<file path="config.mk">
export PLATFORM = sky130hd
export DESIGN_NAME = pwm_bank_flat
export DESIGN_NICKNAME = d
export VERILOG_FILES = /design/src/rtl/pwm_bank_pkg.sv /design/src/rtl/pwm_bank_if.sv /design/src/rtl/pwm_bank_chan.sv /design/src/rtl/pwm_bank.sv /design/src/flat_wrapper.sv
export SDC_FILE = /design/constraint.sdc
export NUM_CORES = 1
export LEC_CHECK = 0
export ABC_AREA = 0
export CORE_UTILIZATION = 45
export DETAILED_ROUTE_END_ITERATION = 12
export PLACE_DENSITY = 0.65
export SYNTH_ARGS = -nofsm -noshare
export SYNTH_HDL_FRONTEND = slang
export SYNTH_SLANG_ARGS = --single-unit
</file>
<file path="constraint.sdc">
create_clock -name clk -period 2.3 [get_ports clk]
set_input_delay 0.575 -clock clk [delete_from_list [all_inputs] [get_ports clk]]
set_output_delay 0.575 -clock clk [all_outputs]
set_load 0.02 [all_outputs]
</file>
<file path="src/rtl/pwm_bank_pkg.sv">
// pwm_bank_pkg: shared types and constants for the pwm_bank block.
//   chan_state_t   : per-channel RUN / DEAD state.
//   W_DEF, CH_DEF, PERIOD_DEF, DEAD_PERIODS_DEF : default build parameters.
//   DEAD_CNT_W     : dead counter width for the default DEAD_PERIODS.
//   dead_cnt_w()   : the same width rule for any DEAD_PERIODS value.
package pwm_bank_pkg;

  typedef enum logic {
    RUN  = 1'b0,
    DEAD = 1'b1
  } chan_state_t;

  localparam int W_DEF            = 8;
  localparam int CH_DEF           = 4;
  localparam int PERIOD_DEF       = 255;
  localparam int DEAD_PERIODS_DEF = 2;

  // Width needed to count 0..periods. Never zero, so that a
  // DEAD_PERIODS of 0 still yields a legal (unused) counter.
  function automatic int dead_cnt_w(input int periods);
    return (periods < 1) ? 1 : $clog2(periods + 1);
  endfunction

  localparam int DEAD_CNT_W = dead_cnt_w(DEAD_PERIODS_DEF);

endpackage

</file>
<file path="src/rtl/pwm_bank_if.sv">
// pwm_bank_if: command / output bundle between the speed controller and
// the PWM bank.
//   en         : global run enable
//   cmd        : CH packed {dir, mag[W-1:0]} commands, channel i at
//                bits [i*(W+1)+W : i*(W+1)]
//   cmd_load   : one-cycle strobe capturing cmd into the pending registers
//   out, dir   : per-channel PWM and direction lines
//   period_end : one-cycle pulse in the last output clock of each period
// master = speed controller side, slave = pwm_bank side. W and CH must
// match the parameters of the pwm_bank instance it is bound to.
interface pwm_bank_if
  import pwm_bank_pkg::*;
#(
  parameter int W  = W_DEF,
  parameter int CH = CH_DEF
);

  logic                  en;
  logic [CH*(W+1)-1:0]   cmd;
  logic                  cmd_load;
  logic [CH-1:0]         out;
  logic [CH-1:0]         dir;
  logic                  period_end;

  modport master (
    output en, cmd, cmd_load,
    input  out, dir, period_end
  );

  modport slave (
    input  en, cmd, cmd_load,
    output out, dir, period_end
  );

endinterface

</file>
<file path="src/rtl/pwm_bank_chan.sv">
// pwm_bank_chan: one PWM channel of pwm_bank.
//   clk, cl    : clock and synchronous active-high reset
//   en         : global run enable
//   boundary   : last count of a running period (en=1, cnt=PERIOD-1)
//   cnt        : shared period counter
//   cmd_load   : capture strobe for cmd
//   cmd        : {dir, mag[W-1:0]} for this channel
//   out, dir   : registered PWM and direction outputs
// Holds the pending/active shadow registers so a duty change only lands
// at a period boundary. With PWM_BANK_DEADTIME_EN defined, a RUN/DEAD
// FSM forces out low for DEAD_PERIODS periods after a direction reversal.
module pwm_bank_chan
  import pwm_bank_pkg::*;
#(
  parameter int W = W_DEF
`ifdef PWM_BANK_DEADTIME_EN
  , parameter int DEAD_PERIODS = DEAD_PERIODS_DEF
  , parameter int DEAD_W       = DEAD_CNT_W
`endif
) (
  input  logic         clk,
  input  logic         cl,
  input  logic         en,
  input  logic         boundary,
  input  logic [W-1:0] cnt,
  input  logic         cmd_load,
  input  logic [W:0]   cmd,
  output logic         out,
  output logic         dir
);

  logic [W-1:0] pend_mag_reg;
  logic         pend_dir_reg;
  logic         pend_v_reg;
  logic [W-1:0] act_mag_reg;
  logic         act_dir_reg;
  logic         out_reg;
  logic         dir_reg;
  logic         run_ok;

  // Shadow registers. A load on the boundary cycle still promotes the
  // older pending value; the new command then waits for the next one.
  always_ff @(posedge clk) begin
    if (cl) begin
      pend_mag_reg <= '0;
      pend_dir_reg <= 1'b0;
      pend_v_reg   <= 1'b0;
      act_mag_reg  <= '0;
      act_dir_reg  <= 1'b0;
    end else begin
      if (boundary && pend_v_reg) begin
        act_mag_reg <= pend_mag_reg;
        act_dir_reg <= pend_dir_reg;
      end
      if (cmd_load) begin
        pend_mag_reg <= cmd[W-1:0];
        pend_dir_reg <= cmd[W];
        pend_v_reg   <= 1'b1;
      end else if (boundary) begin
        pend_v_reg   <= 1'b0;
      end
    end
  end

`ifdef PWM_BANK_DEADTIME_EN
  chan_state_t       state_reg, state_next;
  logic [DEAD_W-1:0] dead_cnt_reg, dead_cnt_next;
  logic              reversal;

  assign reversal = boundary && pend_v_reg && (pend_dir_reg != act_dir_reg);

  always_ff @(posedge clk) begin
    if (cl) begin
      state_reg    <= RUN;
      dead_cnt_reg <= '0;
    end else begin
      state_reg    <= state_next;
      dead_cnt_reg <= dead_cnt_next;
    end
  end

  // A reversal always (re)starts the dead interval, even from DEAD.
  // Otherwise each boundary spent in DEAD counts toward the exit; the
  // exit boundary is also the period wrap, so PWM resumes at cnt=0.
  always_comb begin
    state_next    = state_reg;
    dead_cnt_next = dead_cnt_reg;
    if (reversal && (DEAD_PERIODS > 0)) begin
      state_next    = DEAD;
      dead_cnt_next = '0;
    end else if (boundary && (state_reg == DEAD)) begin
      if (dead_cnt_reg == DEAD_W'(DEAD_PERIODS - 1)) begin
        state_next    = RUN;
        dead_cnt_next = '0;
      end else begin
        dead_cnt_next = dead_cnt_reg + 1'b1;
      end
    end
  end

  always_comb begin
    run_ok = (state_reg == RUN);
  end
`else
  assign run_ok = 1'b1;
`endif

  // Magnitudes at or above PERIOD exceed every count value, which gives
  // 100 % duty without any explicit clamp.
  always_ff @(posedge clk) begin
    if (cl) begin
      out_reg <= 1'b0;
      dir_reg <= 1'b0;
    end else begin
      out_reg <= en && run_ok && (cnt < act_mag_reg);
      dir_reg <= act_dir_reg;
    end
  end

  assign out = out_reg;
  assign dir = dir_reg;

endmodule

</file>
<file path="src/rtl/pwm_bank.sv">
// pwm_bank: CH-channel sign-magnitude PWM generator for the motor drive.
//   clk : system clock (rising edge)
//   cl  : synchronous active-high reset
//   bus : pwm_bank_if.slave -- en, cmd, cmd_load in; out, dir, period_end out
// Parameters: W magnitude width, CH channels, PERIOD clocks per period
// (2..2^W), and DEAD_PERIODS forced-low periods on a direction reversal,
// which exists only when PWM_BANK_DEADTIME_EN is defined.
// The shared period counter and period_end live here; each channel is a
// pwm_bank_chan instance.
module pwm_bank
  import pwm_bank_pkg::*;
#(
  parameter int W      = W_DEF,
  parameter int CH     = CH_DEF,
  parameter int PERIOD = PERIOD_DEF
`ifdef PWM_BANK_DEADTIME_EN
  , parameter int DEAD_PERIODS = DEAD_PERIODS_DEF
`endif
) (
  input  logic      clk,
  input  logic      cl,
  pwm_bank_if.slave bus
);

  localparam logic [W-1:0] LAST = W'(PERIOD - 1);

  logic [W-1:0]  cnt_reg;
  logic          period_end_reg;
  logic          boundary;
  logic [CH-1:0] out_vec;
  logic [CH-1:0] dir_vec;

  assign boundary = bus.en && (cnt_reg == LAST);

  // Counter holds while disabled; period_end is the registered boundary,
  // so it lines up with the output clock that shows cnt=PERIOD-1.
  always_ff @(posedge clk) begin
    if (cl) begin
      cnt_reg        <= '0;
      period_end_reg <= 1'b0;
    end else begin
      period_end_reg <= boundary;
      if (bus.en) begin
        cnt_reg <= boundary ? '0 : cnt_reg + 1'b1;
      end
    end
  end

  for (genvar gi = 0; gi < CH; gi++) begin : g_chan
    pwm_bank_chan #(
      .W            (W)
`ifdef PWM_BANK_DEADTIME_EN
      , .DEAD_PERIODS (DEAD_PERIODS)
      , .DEAD_W       (dead_cnt_w(DEAD_PERIODS))
`endif
    ) u_chan (
      .clk      (clk),
      .cl       (cl),
      .en       (bus.en),
      .boundary (boundary),
      .cnt      (cnt_reg),
      .cmd_load (bus.cmd_load),
      .cmd      (bus.cmd[gi*(W+1) +: (W+1)]),
      .out      (out_vec[gi]),
      .dir      (dir_vec[gi])
    );
  end

  assign bus.out        = out_vec;
  assign bus.dir        = dir_vec;
  assign bus.period_end = period_end_reg;

endmodule

</file>
<file path="src/flat_wrapper.sv">
// flat-port wrapper written by rule: the top's interface ports become plain ports
module pwm_bank_flat import pwm_bank_pkg::*;
#(
  parameter int W      = W_DEF,
  parameter int CH     = CH_DEF,
  parameter int PERIOD = PERIOD_DEF

)
  (clk, cl, bus_en, bus_cmd, bus_cmd_load, bus_out, bus_dir, bus_period_end);
  pwm_bank_if #(.W(W), .CH(CH)) bus_i ();
  input  logic clk;
  input  logic cl;
  input wire logic [$bits(bus_i.en)-1:0] bus_en;
  input wire logic [$bits(bus_i.cmd)-1:0] bus_cmd;
  input wire logic [$bits(bus_i.cmd_load)-1:0] bus_cmd_load;
  output wire logic [$bits(bus_i.out)-1:0] bus_out;
  output wire logic [$bits(bus_i.dir)-1:0] bus_dir;
  output wire logic [$bits(bus_i.period_end)-1:0] bus_period_end;
  assign bus_i.en = bus_en;
  assign bus_i.cmd = bus_cmd;
  assign bus_i.cmd_load = bus_cmd_load;
  assign bus_out = bus_i.out;
  assign bus_dir = bus_i.dir;
  assign bus_period_end = bus_i.period_end;
  pwm_bank #(.W(W), .CH(CH), .PERIOD(PERIOD)) u_core (.clk(clk), .cl(cl), .bus(bus_i));
endmodule
</file>
-- Yosys cells after proc, flatten, opt, wreduce, memory -nomap -nowiden
Cells that the tools add are included.
- bits in registers: 90
- latch bits: 0
- bits in writable memories: 0
- bits in read-only memories: 0
- bits of input ports: 40
- output and inout bits: 9
- word-level logic and storage cells: 43
- memories kept: 0
- $add $sub $neg: 1
- $mul: 0
- div/mod/pow operators: 0
- $lt $le $gt $ge: 4
- equal/unequal tests: 1
- shifts and indexed selects: 0
- multiplexer cells: 3
- bitwise gates (word level): 0
- reductions and logical operators: 7
- operators with widths (kind ; count):
    less-than comparator 8 bit ; 4
    adder 8 x 1 -> 8 bit, second input constant ; 1
    equality test 8 bit, second input constant ; 1
    two-way mux 8 bit ; 1
    logical AND 1 bit ; 6
    two-way mux 1 bit ; 2
    nonzero test 2 bit ; 1

-- Depth between registers and ports, before layout
- depth in word-level cells: 4
- mapped depth: 9
- depth with buffers taken out: 6

-- Modules after synthesis
A second synthesis with hierarchy kept.
- cell total of the unflattened synthesis: 446
- area, all modules: 4068.9 um^2
- by module, submodules not included (module ; times used ; cells an instance ; area an instance (um^2) ; sequential area each (um^2)):
    pwm_bank_chan ; 4 ; 99 ; 895.9 ; 420.4
    pwm_bank ; 1 ; 50 ; 485.5 ; 180.2

-- Least setup slack after synthesis
Ideal clock, no wire load.
- kind: input to register
- start point: input bus_en
- end point: register u_core.g_chan[0].u_chan.act_mag_reg[0]
- setup time: 0.142 ns
- data arrival time: 1.568 ns
- data required time: 2.158 ns
- setup slack: 0.591 ns
- stages on the path: 8
- path buffers: 4
- path through: buf_4 > and4_1 > buf_4 > and3_1 > buf_6 > buf_8 > nand2_2 > a21oi_2
- longest elaborated chain between the ends: 2
- RTL lines (what ; RTL line ; text):
    start, declared ; flat_wrapper.sv:13 ; input wire logic [$bits(bus_i.en)-1:0] bus_en;
    logical AND 1 bit ; pwm_bank.sv:33 ; assign boundary = bus.en && (cnt_reg == LAST);
    logical AND 1 bit ; - ;
    end signal, assigned ; pwm_bank_chan.sv:52 ; act_mag_reg <= pend_mag_reg;
    end, declared ; pwm_bank_chan.sv:35 ; logic [W-1:0] act_mag_reg;
Every way passes these cells.
A chain may end at the register's enable or synchronous reset.

-- Worst setup path after layout
- start point: register u_core.cnt_reg[0]
- end point: register u_core.g_chan[1].u_chan.act_mag_reg[7]
- longest elaborated chain between the ends: 3
- RTL lines (what ; RTL line ; text):
    start, declared ; pwm_bank.sv:27 ; logic [W-1:0] cnt_reg;
    start signal, assigned ; pwm_bank.sv:44 ; cnt_reg <= boundary ? '0 : cnt_reg + 1'b1;
    equality test 8 bit ; pwm_bank.sv:33 ;
    logical AND 1 bit ; pwm_bank.sv:33 ;
    logical AND 1 bit ; - ;
    end signal, assigned ; pwm_bank_chan.sv:52 ;
    end, declared ; pwm_bank_chan.sv:35 ;
Every way passes these cells.

==> results.md <==
* Drt pass-1 iters at 4
* Startpoint types: flip-flop
* Hold Path Depth at 2
* Routed WL per cell at 12.6 um
* Kind of critical path: reg -> reg
* Slew headroom at 68.2%
* Antenna violations before repair at 0
* Final TNS setup at 0 ns
* Setup Fix Bufs, Post-CTS at 0
* Total GRT Usage at 18.3%
* Grt total ovfl at 0
* Final Hold Viols at 0
* Crit-path cells: inv_1 > ha_1 > and4_1 > buf_4 > nand3_2 > buf_4 > nand2_1 > a21oi_1
* Crit path DAT at 2.24 ns
* Buf/Inv on CP at 3
* DR iter-0 viols at 161
* Fmax at 512 MHz
* Syn Std Cell Area at 4000 um2
* DIE WIDTH at 96.3 um
* Final clock period utilization by the worst path at 84.8%
* Die Area at 9270 um2
* Ant diodes at 0
* Top delay family on crit path: buffers and inverters
* TritonCTS Buffers at 9
* Fillers at 825
* Post-synth top area share at 45.0%
* Hpwl dp at 5030 um
* Reg2reg setup slack at 0.35 ns
* Worst Hold Launch: u_core.g_chan[0].u_chan.pend_mag_reg[0]
* Slew Limit Fails at 0
* Synth area leader: dfxtp_1
* Setup crit end kind: flip-flop
* Asr flop ratio synth at 0%
* Hold Path End: u_core.g_chan[0].u_chan.act_mag_reg[0]
* Reg-to-reg startpoint: u_core.cnt_reg[0]
* Synthesized flop and latch total at 90
* Run status: finished, final reports clean
* Starting density of the core at 46.1%
* Drt total wl at 7390 um
* CTS root buf: clkbuf_8
* # IOs at 49
* Reg2Reg Capture Point: u_core.g_chan[1].u_chan.act_mag_reg[7]
* Clock Sinks at 90
* Slowest stage delay, CP at 0.55 ns
* Post-cts repair resize count at 0
* Core ar. at 8680 um2
* Clock-pin slew on the worst setup and hold paths at 0.09 ns
* Clock Tree Buf Depth at 2
* Clk Latency, worst-skew pair at 0.36 ns
* Prevailing post-synth register cell: dfxtp_1
* Final min period at 1.95 ns
* Residual DRC at 0
* FP Rows at 34
* Via density at 5.01
* Seq/Total Area, Yosys at 45.0%
* Cell variety after synth at 34
* VDD IR max at 0.000371 V
* RSZ-0062 raised after global routing: no
* Vias in the first global route at 2812
* Post-synth top cells: 90 x dfxtp_1, 71 x nand2_1, 44 x nor2_1, 37 x mux2i_1, 32 x a21oi_1
* Final setup fails at 0
* Net Count, Synth at 510
* Max-Cap Viols at 0
* Syn. warnings at 0
* Core Util, Final at 54.6%
* Layout cells sized above 1 at 9.79%
* Hold crit path type: reg -> reg
* Synthesized area per cell at 9.09 um2
* Worst EP required at 2.58 ns
* Final Skew at 0.0103 ns
* Via count at 2945
* Top cells by area, synth: dfxtp_1 45%, ha_1 9.4%, mux2i_1 9.3%
* CTS H-Tree Depth at 3
* Die Ht at 96.3 um
* Mapped Cells at 440
* Most common cell in the netlist: dfxtp_1
* Hold-fix buffers, CTS at 0
* Worst-Margin Slew at 0.477 ns
* CTS tree: built
* Area growth syn-to-layout at 18.5%
* Slowest-stage cell, CP: dfxtp_1
* First-pass GRT wire length at 12800 um
* Crit-path max FO at 36
* EDFF count, synth at 0
* Final Net Count at 545
* Port bufs at 48
* Power Dens Cells at 640 nW/um2
* Largest net degree at the start of global routing at 87
* Final antenna-violating net count at 0
* Most common cell on crit path: buf_4
* Worst r2r path cells at 8
* GP Congestion at 0.867
* Leak at 1.77 nW
layer usage:
metal / vias to the layer above / part of all wire, % / track usage [%] / wire, um
met4: 0 / 1.4 / 6.47 / 106
li1: 1531 / - / - / -
met5: - / 0 / 0 / 0
met3: 11 / 3.8 / 4.50 / 278
met1: 1351 / 46 / 22.2 / 3380
met2: 52 / 49 / 31.2 / 3630
kinds of logic after synthesis:
logic type      synth area share [%]
simple gates                    16.8
flops                           45.0
compound gates                  11.1
buf+inv                         7.76
mux                             9.26
fa+ha+maj                       9.38
xor+xnor                       0.657
layout make-up:
cell class                      count  area (um2)  share of cell area [%]
Tap cell                          108         135                    2.85
Timing Repair Buffer               56         581                    12.2
Multi-Input combinational cell    289        1890                    39.8
Clock inverter                      7         101                    2.14
Clock buffer                        9         124                    2.61
Sequential cell                    90        1800                    38.0
Inverter                           29         109                    2.30
through the flow:
stage | setup WS, ns | hold WS (ns) | area, um2 | total power [mW] | instances
global route | 0.162 | 0.471 | 4740 | 3.16 | 588
global placement | 0.194 | 0.443 | 4510 | 1.88 | 572
CTS | 0.329 | 0.458 | 4740 | 3.07 | 588
detailed placement | 0.131 | 0.447 | 4510 | 1.88 | 572
floorplan | 0.591 | 0.431 | 4000 | 1.78 | 440
finish | 0.348 | 0.455 | 4740 | 3.03 | 588
worst max-delay path by stage:
stage,startpoint,endpoint,slack [ns],depth (start not counted)
2_1_floorplan,bus_en,u_core.g_chan[0].u_chan.act_mag_reg[0],0.59,8
3_3_place_gp,bus_en,u_core.g_chan[0].u_chan.act_mag_reg[6],0.19,7
3_5_place_dp,bus_en,u_core.g_chan[1].u_chan.act_mag_reg[7],0.13,7
4_1_cts,u_core.cnt_reg[0],u_core.g_chan[1].u_chan.act_mag_reg[7],0.33,8
5_1_grt,u_core.cnt_reg[0],u_core.g_chan[2].u_chan.act_mag_reg[2],0.16,8
6_report,u_core.cnt_reg[0],u_core.g_chan[1].u_chan.act_mag_reg[7],0.35,8
cells in the final DEF, fill, tap and decap left out, types with 5 or more instances in the layout:
master / count
nand2_2: 10
nor3_1: 5
nor2_1: 44
inv_1: 29
clkdlybuf4s50_1: 46
mux2i_1: 37
nand2_1: 71
a21oi_2: 10
ha_1: 30
clkbuf_8: 9
dfxtp_1: 90
a21oi_1: 32
worst min-delay path: stages (launching register included):
cell,delay (ns)
dfxtp_1,0.33
nand2_2,0.06
a21oi_2,0.04
power breakdown:
part / switching (mW) / internal (mW) / total (mW)
clock: 0.572 / 0.619 / 1.19
sequential: 0.0319 / 1.60 / 1.63
combinational: 0.0880 / 0.120 / 0.208
Power figures use the tool's default switching activity.
